<file path="src/rtl/vga_timing_gen.sv">
// Raster timing generator: pixel-rate prescaler, X/Y raster counters and
// registered blank/sync/strobe outputs for the VGA colour client and monitor pins.
module vga_timing_gen #(
    parameter int PIX_DIV   = 2,
    parameter int H_VISIBLE = 800,
    parameter int H_FRONT   = 56,
    parameter int H_SYNC    = 120,
    parameter int H_BACK    = 64,
    parameter int V_VISIBLE = 600,
    parameter int V_FRONT   = 37,
    parameter int V_SYNC    = 6,
    parameter int V_BACK    = 23,
    parameter int HSYNC_POL = 1,
    parameter int VSYNC_POL = 1
) (
    input  logic        CLK_100MHz,
    input  logic        Reset_n,
    input  logic        Enable,
    output logic [10:0] CurrentX,
    output logic [10:0] CurrentY,
    output logic        HBlank,
    output logic        VBlank,
    output logic        HSync,
    output logic        VSync,
    output logic        PixelTick,
    output logic        FrameStart
);

    localparam int H_TOTAL = H_VISIBLE + H_FRONT + H_SYNC + H_BACK;
    localparam int V_TOTAL = V_VISIBLE + V_FRONT + V_SYNC + V_BACK;
    localparam int PRE_W   = (PIX_DIV > 1) ? $clog2(PIX_DIV) : 1;

    localparam logic [PRE_W-1:0] PRE_LAST = PRE_W'(PIX_DIV - 1);
    localparam logic [10:0]      X_LAST   = 11'(H_TOTAL - 1);
    localparam logic [10:0]      Y_LAST   = 11'(V_TOTAL - 1);

    // Thresholds are 12 bits so a 2048-wide raster can still express its end bound.
    localparam logic [11:0] HB_START = 12'(H_VISIBLE);
    localparam logic [11:0] HS_START = 12'(H_VISIBLE + H_FRONT);
    localparam logic [11:0] HS_END   = 12'(H_VISIBLE + H_FRONT + H_SYNC);
    localparam logic [11:0] VB_START = 12'(V_VISIBLE);
    localparam logic [11:0] VS_START = 12'(V_VISIBLE + V_FRONT);
    localparam logic [11:0] VS_END   = 12'(V_VISIBLE + V_FRONT + V_SYNC);
    localparam logic        HS_ACT   = (HSYNC_POL != 0);
    localparam logic        VS_ACT   = (VSYNC_POL != 0);

    generate
        if (H_TOTAL > 2048 || V_TOTAL > 2048) begin : g_bad_total
            $error("vga_timing_gen: H_TOTAL and V_TOTAL must not exceed 2048");
        end
        if (PIX_DIV < 1 || PIX_DIV > 15) begin : g_bad_div
            $error("vga_timing_gen: PIX_DIV must be in 1..15");
        end
    endgenerate

    logic [PRE_W-1:0] prescaler;
    logic             advance;
    logic [10:0]      x_next;
    logic [10:0]      y_next;
    logic             frame_wrap;
    logic             hblank_next;
    logic             vblank_next;
    logic             hsync_next;
    logic             vsync_next;

    assign advance = Enable && (prescaler == PRE_LAST);

    // Outputs are computed from the post-advance position so they land on the counter edge.
    always_comb begin
        x_next     = CurrentX + 11'd1;
        y_next     = CurrentY;
        frame_wrap = 1'b0;
        if (CurrentX == X_LAST) begin
            x_next = '0;
            if (CurrentY == Y_LAST) begin
                y_next     = '0;
                frame_wrap = 1'b1;
            end else begin
                y_next = CurrentY + 11'd1;
            end
        end
        hblank_next = ({1'b0, x_next} >= HB_START);
        vblank_next = ({1'b0, y_next} >= VB_START);
        hsync_next  = ({1'b0, x_next} >= HS_START && {1'b0, x_next} < HS_END) ? HS_ACT : ~HS_ACT;
        vsync_next  = ({1'b0, y_next} >= VS_START && {1'b0, y_next} < VS_END) ? VS_ACT : ~VS_ACT;
    end

    always_ff @(posedge CLK_100MHz or negedge Reset_n) begin
        if (!Reset_n) begin
            prescaler  <= '0;
            CurrentX   <= '0;
            CurrentY   <= '0;
            HBlank     <= 1'b0;
            VBlank     <= 1'b0;
            HSync      <= ~HS_ACT;
            VSync      <= ~VS_ACT;
            PixelTick  <= 1'b0;
            FrameStart <= 1'b0;
        end else begin
            PixelTick  <= advance;
            FrameStart <= advance && frame_wrap;
            // Prescaler holds while disabled so the pixel phase resumes exactly.
            if (Enable) begin
                prescaler <= advance ? '0 : prescaler + PRE_W'(1);
            end
            if (advance) begin
                CurrentX <= x_next;
                CurrentY <= y_next;
                HBlank   <= hblank_next;
                VBlank   <= vblank_next;
                HSync    <= hsync_next;
                VSync    <= vsync_next;
            end
        end
    end

endmodule

</file>
<file path="config.mk">
export PLATFORM = sky130hd
export DESIGN_NAME = vga_timing_gen
export DESIGN_NICKNAME = d
export VERILOG_FILES = /design/src/rtl/vga_timing_gen.sv
export SDC_FILE = /design/constraint.sdc
export NUM_CORES = 1
export LEC_CHECK = 0
export ABC_AREA = 1
export ABC_CLOCK_PERIOD_IN_PS = 1700
export CAP_MARGIN = 20
export CORE_ASPECT_RATIO = 1.4
export CORE_MARGIN = 10
export CORE_UTILIZATION = 49
export CTS_BUF_LIST = sky130_fd_sc_hd__clkbuf_4 sky130_fd_sc_hd__clkbuf_8 sky130_fd_sc_hd__clkbuf_16
export DETAILED_ROUTE_END_ITERATION = 7
export PLACE_DENSITY_LB_ADDON = 0.15
export SYNTH_ARGS = -nofsm -noshare
export SYNTH_HDL_FRONTEND = slang
export SYNTH_SLANG_ARGS = --single-unit
</file>
<file path="constraint.sdc">
create_clock -name CLK_100MHz -period 1.7 [get_ports CLK_100MHz]
set_input_delay 0.17 -clock CLK_100MHz [delete_from_list [all_inputs] [get_ports CLK_100MHz]]
set_output_delay 0.17 -clock CLK_100MHz [all_outputs]
set_load 0.05 [all_outputs]
</file>
# --- After elaboration in Yosys (flattened, before gate mapping) ---
# Cells that the tools add are included.
# Widths: inputs -> output; s select.
word_totals:
  regBits: 29
  inputBits: 3
  out_inout_bits: 28
  elab_cells: 32
classes:
  addsub: 3
  n_lt_le_gt_ge: 6
  n_eq_ne: 2
  mux: 8
  reduce_logical: 4
op_table:
  columns: ["cell", "n"]
  rows:
  - ["$ge 11x10->1 const B", 4]
  - ["$mux 11", 3]
  - ["$add 11x1->11 const B", 2]
  - ["$lt 11x10->1 const B", 2]
  - ["$eq 11x10->1 const B", 1]
  - ["$eq 11x11->1 const B", 1]
  - ["$mux 1", 5]
  - ["$logic_and 1x1->1", 4]
  - ["$add 1x1->1 const B", 1]

# --- Logic depth before layout (Yosys ltp) ---
# Gate-level depths: netlist of run 1.
logic_depth:
  ltp_word: 6
  depth_mapped: 13

# --- Least setup slack after synthesis of run 1 ---
# Ideal clock, no wire load.
synth_timing:
  kind: "reg-to-reg"
  start: "register CurrentX[1]"
  end: "register VSync"
  t_arrival_ns: 1.911
  required_time_ns: 1.582
  setup_slack_ns: -0.329
  stages_incl_launch_ff: 13
  path_buffers: 1
  synth_period_minus_slack_ns: 2.029
  cell_sequence: "dfrtp_1 > ha_1 > inv_2 > nor2_4 > nand3_2 > nor2_4 > buf_6 > nand4_1 > nand2_2 > inv_1 > o21bai_1 > nand3_1 > nand2_1"
synth_between:
  elab_chain_cells: 5
synth_lines:
  columns: ["element", "line_no", "text"]
  rows:
  - ["start, declared", "19", "output logic [10:0] CurrentX,"]
  - ["start signal, assigned", "107", "CurrentX <= x_next;"]
  - ["$eq 11x11->1 (*)", "73", "if (CurrentX == X_LAST) begin"]
  - ["$mux 11 (*)", "73", null]
  - ["$ge 11x10->1 / $lt 11x10->1 (equally long branches)", "85", "vsync_next = ({1'b0, y_next} >= VS_START && {1'b0, y_next} < VS_END) ? VS_ACT : ~VS_ACT;"]
  - ["$logic_and 1x1->1 (*)", "85", null]
  - ["$mux 1 (*)", "85", null]
  - ["end signal, assigned", "96", "VSync <= ~VS_ACT;"]
  - ["end signal, assigned", "112", "VSync <= vsync_next;"]
  - ["end, declared", "24", "output logic VSync,"]
# Every way passes the cells marked *; elsewhere a longest branch is shown, timed or not.
# A chain may end at the register's enable or synchronous reset.

# --- Final worst setup path of run 1 ---
layout_timing:
  start: "register CurrentX[0]"
  end: "register VSync"
# The elaborated chain is that of the path after synthesis.

==> results.cfg, run 1 <==
[status]
violations = negative setup slack
status = complete, but fails checks

[grt]
grt_max_degree = 30
grt_pass1_wl_mm = 10.6
grt_usage_pct = 18.1
grt_overflow = 0
grt_pass1_vias = 2341
grt_antenna_before_repair = 0

[yosys]
synth_top_area_cell = dfrtp_1
syn_area_per_cell_um2 = 6.65
yosysSeqAreaShare_pct = 35.0
yosys_warnings = 0
synth_ff_type = dfrtp_1
synthTopCellsByArea = dfrtp_1 (35%), nand2_1 (17%), nand3_1 (7.7%)
synth-edff-count = 0
synth_seq_cells = 29
synth_nets = 318
synthCells = 312
ys_types = 29
yosysTopAreaCellShare_pct = 35.0
synthArstFlopShare_pct = 100
synthesis.area_mm2 = 0.00208

[job]
maxCapViolCount = 0

[critical_path]
critPathSlowestCell = dfrtp_2
r2r_slack_ns = -0.09
max_stage_delay_ns = 0.39
crit_top_cell = nand2_1
cp-start-kind = flip-flop
crit_arrival_ns = 1.96
path_cells = ha_4, inv_2, nor2_4, nand3_2, nor2_4, buf_6, nor2_1, nor2_1, nand2_1, nand4_1, nand2_1, nand3_1, nand2_1
required_ns = 1.87
path_max_fanout = 6
crit_type = reg2reg
crit_family = simple AND/OR/NAND/NOR gates
crit_path_end_kind = flip-flop
cp_num_buf_inv = 2

[route]
wl_mm = 6.57
routedWlPerCell_um = 15.2
drtPass1Iterations = 4
via_count = 2324
top_layer = met4
via_per_inst = 5.38
drc = 0
dr_wl_met2_mm = 3.48
drt_iter0_markers = 179
met3_length_um = 362
wl_met1_mm = 2.45
drtAntennaViolNets = 0

[power]
leakagePower_nw = 1.42
totalPowerFinal_w = 0.00391
cellPowerDensity_mw_per_mm2 = 1310
vdd_ir_drop_max_uv = 893

[place]
place_congestion = 0.939
port-buffer-count = 30
dp_slack_ns = -0.0648
dp_hpwl_mm = 4.70
placed_area_mm2 = 0.00265

[floorplan]
pin_count = 31
row_count = 27
die_h_um = 97.0
coreArea_mm2 = 0.00402
die-area_mm2 = 0.00728
die_w_um = 75.0
start_util_pct = 51.6

[cts]
path_clk_slew_ns = 0.06
cts-htree-levels = 2
cts_buffers = 5
cts_buffer_depth = 2
cts_tree = yes
root_buffer = clkbuf_8
clock_latency_ns = 0.28
ctsHoldBuffers = 0
clkSinkCount = 29

[layout]
drive_gt1_share_pct = 39.3
diodes = 0
final_nets = 394
final_common_cell = nand2_1
syn2layout_area_growth_pct = 44.0
multi_input_area_mm2 = 0.00129
ff_latch_area_um2 = 747
layout_common_cells = nand2_1 (90), buf_4 (67), inv_1 (34), nor2_1 (28), nand3_1 (25)
design_area_mm2 = 0.00299
utilization_pct = 74.4
fill_cells = 326

[worst_hold_path]
hold_path_class = in2async

[timing]
fin_ws_ns = -0.0904
period_share_pct = 105
worst_pin_slew_ns = 0.513
setup_viol = 3
rsz0062_at_grt = yes
finalMaxSlewViolations = 0
fmax_mhz = 559
final-hold-violation-count = 0
skew_ns = 0.00395
slew_headroom_pct = 65.7
post-route-min-period_ns = 1.79
fin_hold_ws_ns = 0.283
==> metrics by stage <==
| stage | setup TNS (ns) | std cells |
|---|---|---|
| after floorplan | -0.108 | 312 |
| after global placement | -0.0419 | 415 |
| after detailed placement | -0.124 | 415 |
| after CTS | -0.177 | 428 |
| after global routing | -1.26 | 432 |
| final | -0.172 | 432 |
==> worst paths after layout <==
kind | startpoint | endpoint | cells past startpoint
min | Reset_n | CurrentX[2]$_DFFE_PN0P_ | 2
min in group CLK_100MHz | HSync$_DFFE_PN0P_ | HSync$_DFFE_PN0P_ | 2
max | CurrentX[0]$_DFFE_PN0P_ | VSync$_DFFE_PN0P_ | 13
max in group asynchronous | Reset_n | CurrentX[10]$_DFFE_PN0P_ | 2
max reg2reg | CurrentX[0]$_DFFE_PN0P_ | VSync$_DFFE_PN0P_ | 13
min reg2reg | HSync$_DFFE_PN0P_ | HSync$_DFFE_PN0P_ | 2
==> repair_timing <==
action / CTS / global route
endpoints found under the hold margin: 0 / 0
buffers inserted: 5 / 4
pin swaps: 8 / 20
endpoints found under the setup margin: 2 / 12
gates resized for setup: 10 / 36
==> cell type report <==
cell class | instances | share of cell area (%)
Timing Repair Buffer | 79 | 21.5
Clock buffer | 7 | 3.22
Tap cell | 43 | 1.80
Sequential cell | 29 | 25.0
Multi-Input combinational cell | 233 | 43.2
Inverter | 40 | 5.11
Clock inverter | 1 | 0.167
==> where the power goes <==
part	switching, W	internal [W]
Clock	0.000273	0.000366
Combinational	0.00140	0.000831
Sequential	0.000190	0.000857
Total	0.00186	0.00205
==> layer usage <==
| layer | global-route usage (%) | vias up |
|---|---|---|
| li1 | - | 1134 |
| met1 | 19.8 | 1076 |
| met2 | 31.6 | 87 |
| met3 | 2.96 | 27 |
| met4 | 9.30 | 0 |
| met5 | 0 | - |
==> Yosys cell counts, types with 3 or more instances <==
cell	n
xor2_1	6
nand2_2	3
o21ai_1	3
ha_1	3
dfrtp_1	29
nor2_4	3
nand4_1	10
a21oi_1	4
nor2_1	37
nand2_1	95
clkbuf_1	3
nand3_1	32
nor2_2	4
nor3_1	5
inv_1	36
o21ai_0	19
buf_4	3
==> sequential cells by signal (all words and copies together), names as in the netlist <==
| register | cells |
|---|---|
| HSync | 1 |
| prescaler | 1 |
| CurrentY | 11 |
| VBlank | 1 |
| HBlank | 1 |
| FrameStart | 1 |
| PixelTick | 1 |
| CurrentX | 11 |
| VSync | 1 |
==> cell families after synthesis <==
logic type | share of synthesized area (%)
xor+xnor | 2.53
fa+ha+maj | 1.81
flops | 35.0
simple gates | 42.7
compound gates | 7.41
buf+inv | 10.5
Power figures use the tool's default switching activity.
==> inputs of run 2 (changes only) <==
- CORE_ASPECT_RATIO: 1.4 -> 0.8
==> results.cfg, run 2 (synthesis results as in run 1) <==
[status]
status = complete, but fails checks
violations = negative setup slack

[cts]
cts_buffers = 5
clkSinkCount = 29
root_buffer = clkbuf_8
path_clk_slew_ns = 0.06
cts_tree = yes
clock_latency_ns = 0.28
cts_buffer_depth = 2
cts-htree-levels = 2
ctsHoldBuffers = 0

[place]
placed_area_mm2 = 0.00272
place_congestion = 0.964
dp_cells = 435
port-buffer-count = 30
dp_hpwl_mm = 4.74

[timing]
setup_viol = 4
finalSetupTns_ns = -0.329
skew_ns = 0.00501
rsz0062_at_grt = yes
fmax_mhz = 540
finalMaxSlewViolations = 0
slew_headroom_pct = 62.5
post-route-min-period_ns = 1.85
final-hold-violation-count = 0
period_share_pct = 109
fin_ws_ns = -0.152
worst_pin_slew_ns = 0.558

[floorplan]
pin_count = 31
row_count = 21
start_util_pct = 50.3
coreArea_mm2 = 0.00413
die-area_mm2 = 0.00726
die_w_um = 92.8
die_h_um = 78.2

[power]
p_int_w = 0.00215
p_comb_share_pct = 59.1
power_switching_w = 0.00190
leakagePower_nw = 1.46
clkPwrFrac_pct = 15.2
cellPowerDensity_mw_per_mm2 = 1320
seqPwrFrac_pct = 25.7
p_sw_share_pct = 47.0
vdd_ir_drop_max_uv = 1030

[critical_path]
crit_top_cell = nand2_1
crit_type = reg2reg
crit_path_end_kind = flip-flop
r2r_slack_ns = -0.15
r2r_cells = 11
timing.rr.start = CurrentY[8]$_DFFE_PN0P_
worstReg2RegEnd = VSync$_DFFE_PN0P_
path_max_fanout = 6
required_ns = 1.86
critPathSlowestCell = nor3_1
path_cells = buf_4, nor3_1, nand3_1, nand2_1, nand2_1, nand2_1, nand2_1, nand4_1, nand2_1, nand3_1, nand2_1
cp-start-kind = flip-flop
max_stage_delay_ns = 0.49
crit_arrival_ns = 2.02

[layout]
stdcell_count = 453
design_area_mm2 = 0.00308
layout_common_cells = nand2_1 (87), buf_4 (69), inv_1 (33), nand3_1 (26), nor2_1 (25)
fill_cells = 307
drive_gt1_share_pct = 40.9
final_common_cell = nand2_1
syn2layout_area_growth_pct = 48.4
diodes = 0
top_regs = CurrentX (11), CurrentY (11)
final_nets = 401

[route]
drt_iter0_markers = 233
drtPass1Iterations = 5
routedWlPerCell_um = 14.7
via_count = 2413
wl_mm = 6.68
drtAntennaViolNets = 0
drc = 0
via_per_inst = 5.33

[grt]
grt_pass1_vias = 2205
busiest_layer = met2
grt_usage_pct = 17.8
grt_overflow = 0
met1_usage_pct = 24.4
gr-usage-met2_pct = 25.8
grt_util_met3_pct = 6.18
grt_antenna_before_repair = 0
grt_pass1_wl_mm = 10.5
grt_max_degree = 30

[job]
maxCapViolCount = 0

[worst_hold_path]
hold_path_class = in2async
-- run 2: cell count changes in the layout (fill, tap and decap cells not counted), sizes merged --
cell and change:
buf +6, clkbuf +1, clkdlybuf4s50 +1, clkinv -1
-- run 2: worst max-delay path by stage --
stage                        startpoint                end  slack, ns  depth (start not counted)
6_report        CurrentY[8]$_DFFE_PN0P_  VSync$_DFFE_PN0P_      -0.15                         11
5_1_grt         CurrentY[8]$_DFFE_PN0P_  VSync$_DFFE_PN0P_      -0.22                         11
4_1_cts         CurrentX[0]$_DFFE_PN0P_  VSync$_DFFE_PN0P_      -0.09                         12
3_5_place_dp   CurrentX[10]$_DFFE_PN0P_  VSync$_DFFE_PN0P_      -0.12                         10
3_3_place_gp   CurrentX[10]$_DFFE_PN0P_  VSync$_DFFE_PN0P_      -0.06                         10
2_1_floorplan   CurrentX[1]$_DFFE_PN0P_  VSync$_DFFE_PN0P_      -0.09                         12
-- run 2: layout make-up --
cell class,count,area (um^2),area share (%)
repair buffers,86,712,23.1
flip-flops and latches,29,747,24.2
multi-input cells,233,1300,42.1
clock buffers,8,97.6,3.17
well taps,57,71.3,2.32
inverters,40,155,5.04
-- run 2: layer usage --
metal  vias to the layer above  part of all wire (%)
li1                       1154                     -
met1                      1108                    43
met2                       137                    44
met3                        14                    11
met4                         0                   1.3
met5                         -                     0
-- run 2: critical path, delay by kind of cell, from the launching register on --
family | cells | cell delay, ns
AND/OR/NAND/NOR | 10 | 1.18
flip-flops | 1 | 0.39
buffers and inverters | 1 | 0.16
-- run 2: power by group through the flow --
stage	logic (W)	clock network, W	registers, W
4_1_cts	0.00218	0.000628	0.00104
6_report	0.00239	0.000616	0.00104
5_1_grt	0.00258	0.000650	0.00107
3_3_place_gp	0.00211	0	0.00104
3_5_place_dp	0.00212	0	0.00105
2_1_floorplan	0.000773	0	0.00155
-- run 2: timing repair --
action | CTS | global route
buffers inserted | 8 | 4
endpoints found under the setup margin | 4 | 16
gates resized for setup | 11 | 46
pin swaps | 10 | 19
-- run 2: stage by stage --
stage	setup slack (ns)	hold slack, ns	power, W	utilization [%]
2_1_floorplan	-0.0944	-0.126	0.00232	-
3_3_place_gp	-0.0624	0.469	0.00315	65.8
3_5_place_dp	-0.118	0.477	0.00317	65.8
4_1_cts	-0.0924	0.288	0.00385	70.6
5_1_grt	-0.217	0.311	0.00430	74.7
6_report	-0.152	0.275	0.00405	74.7
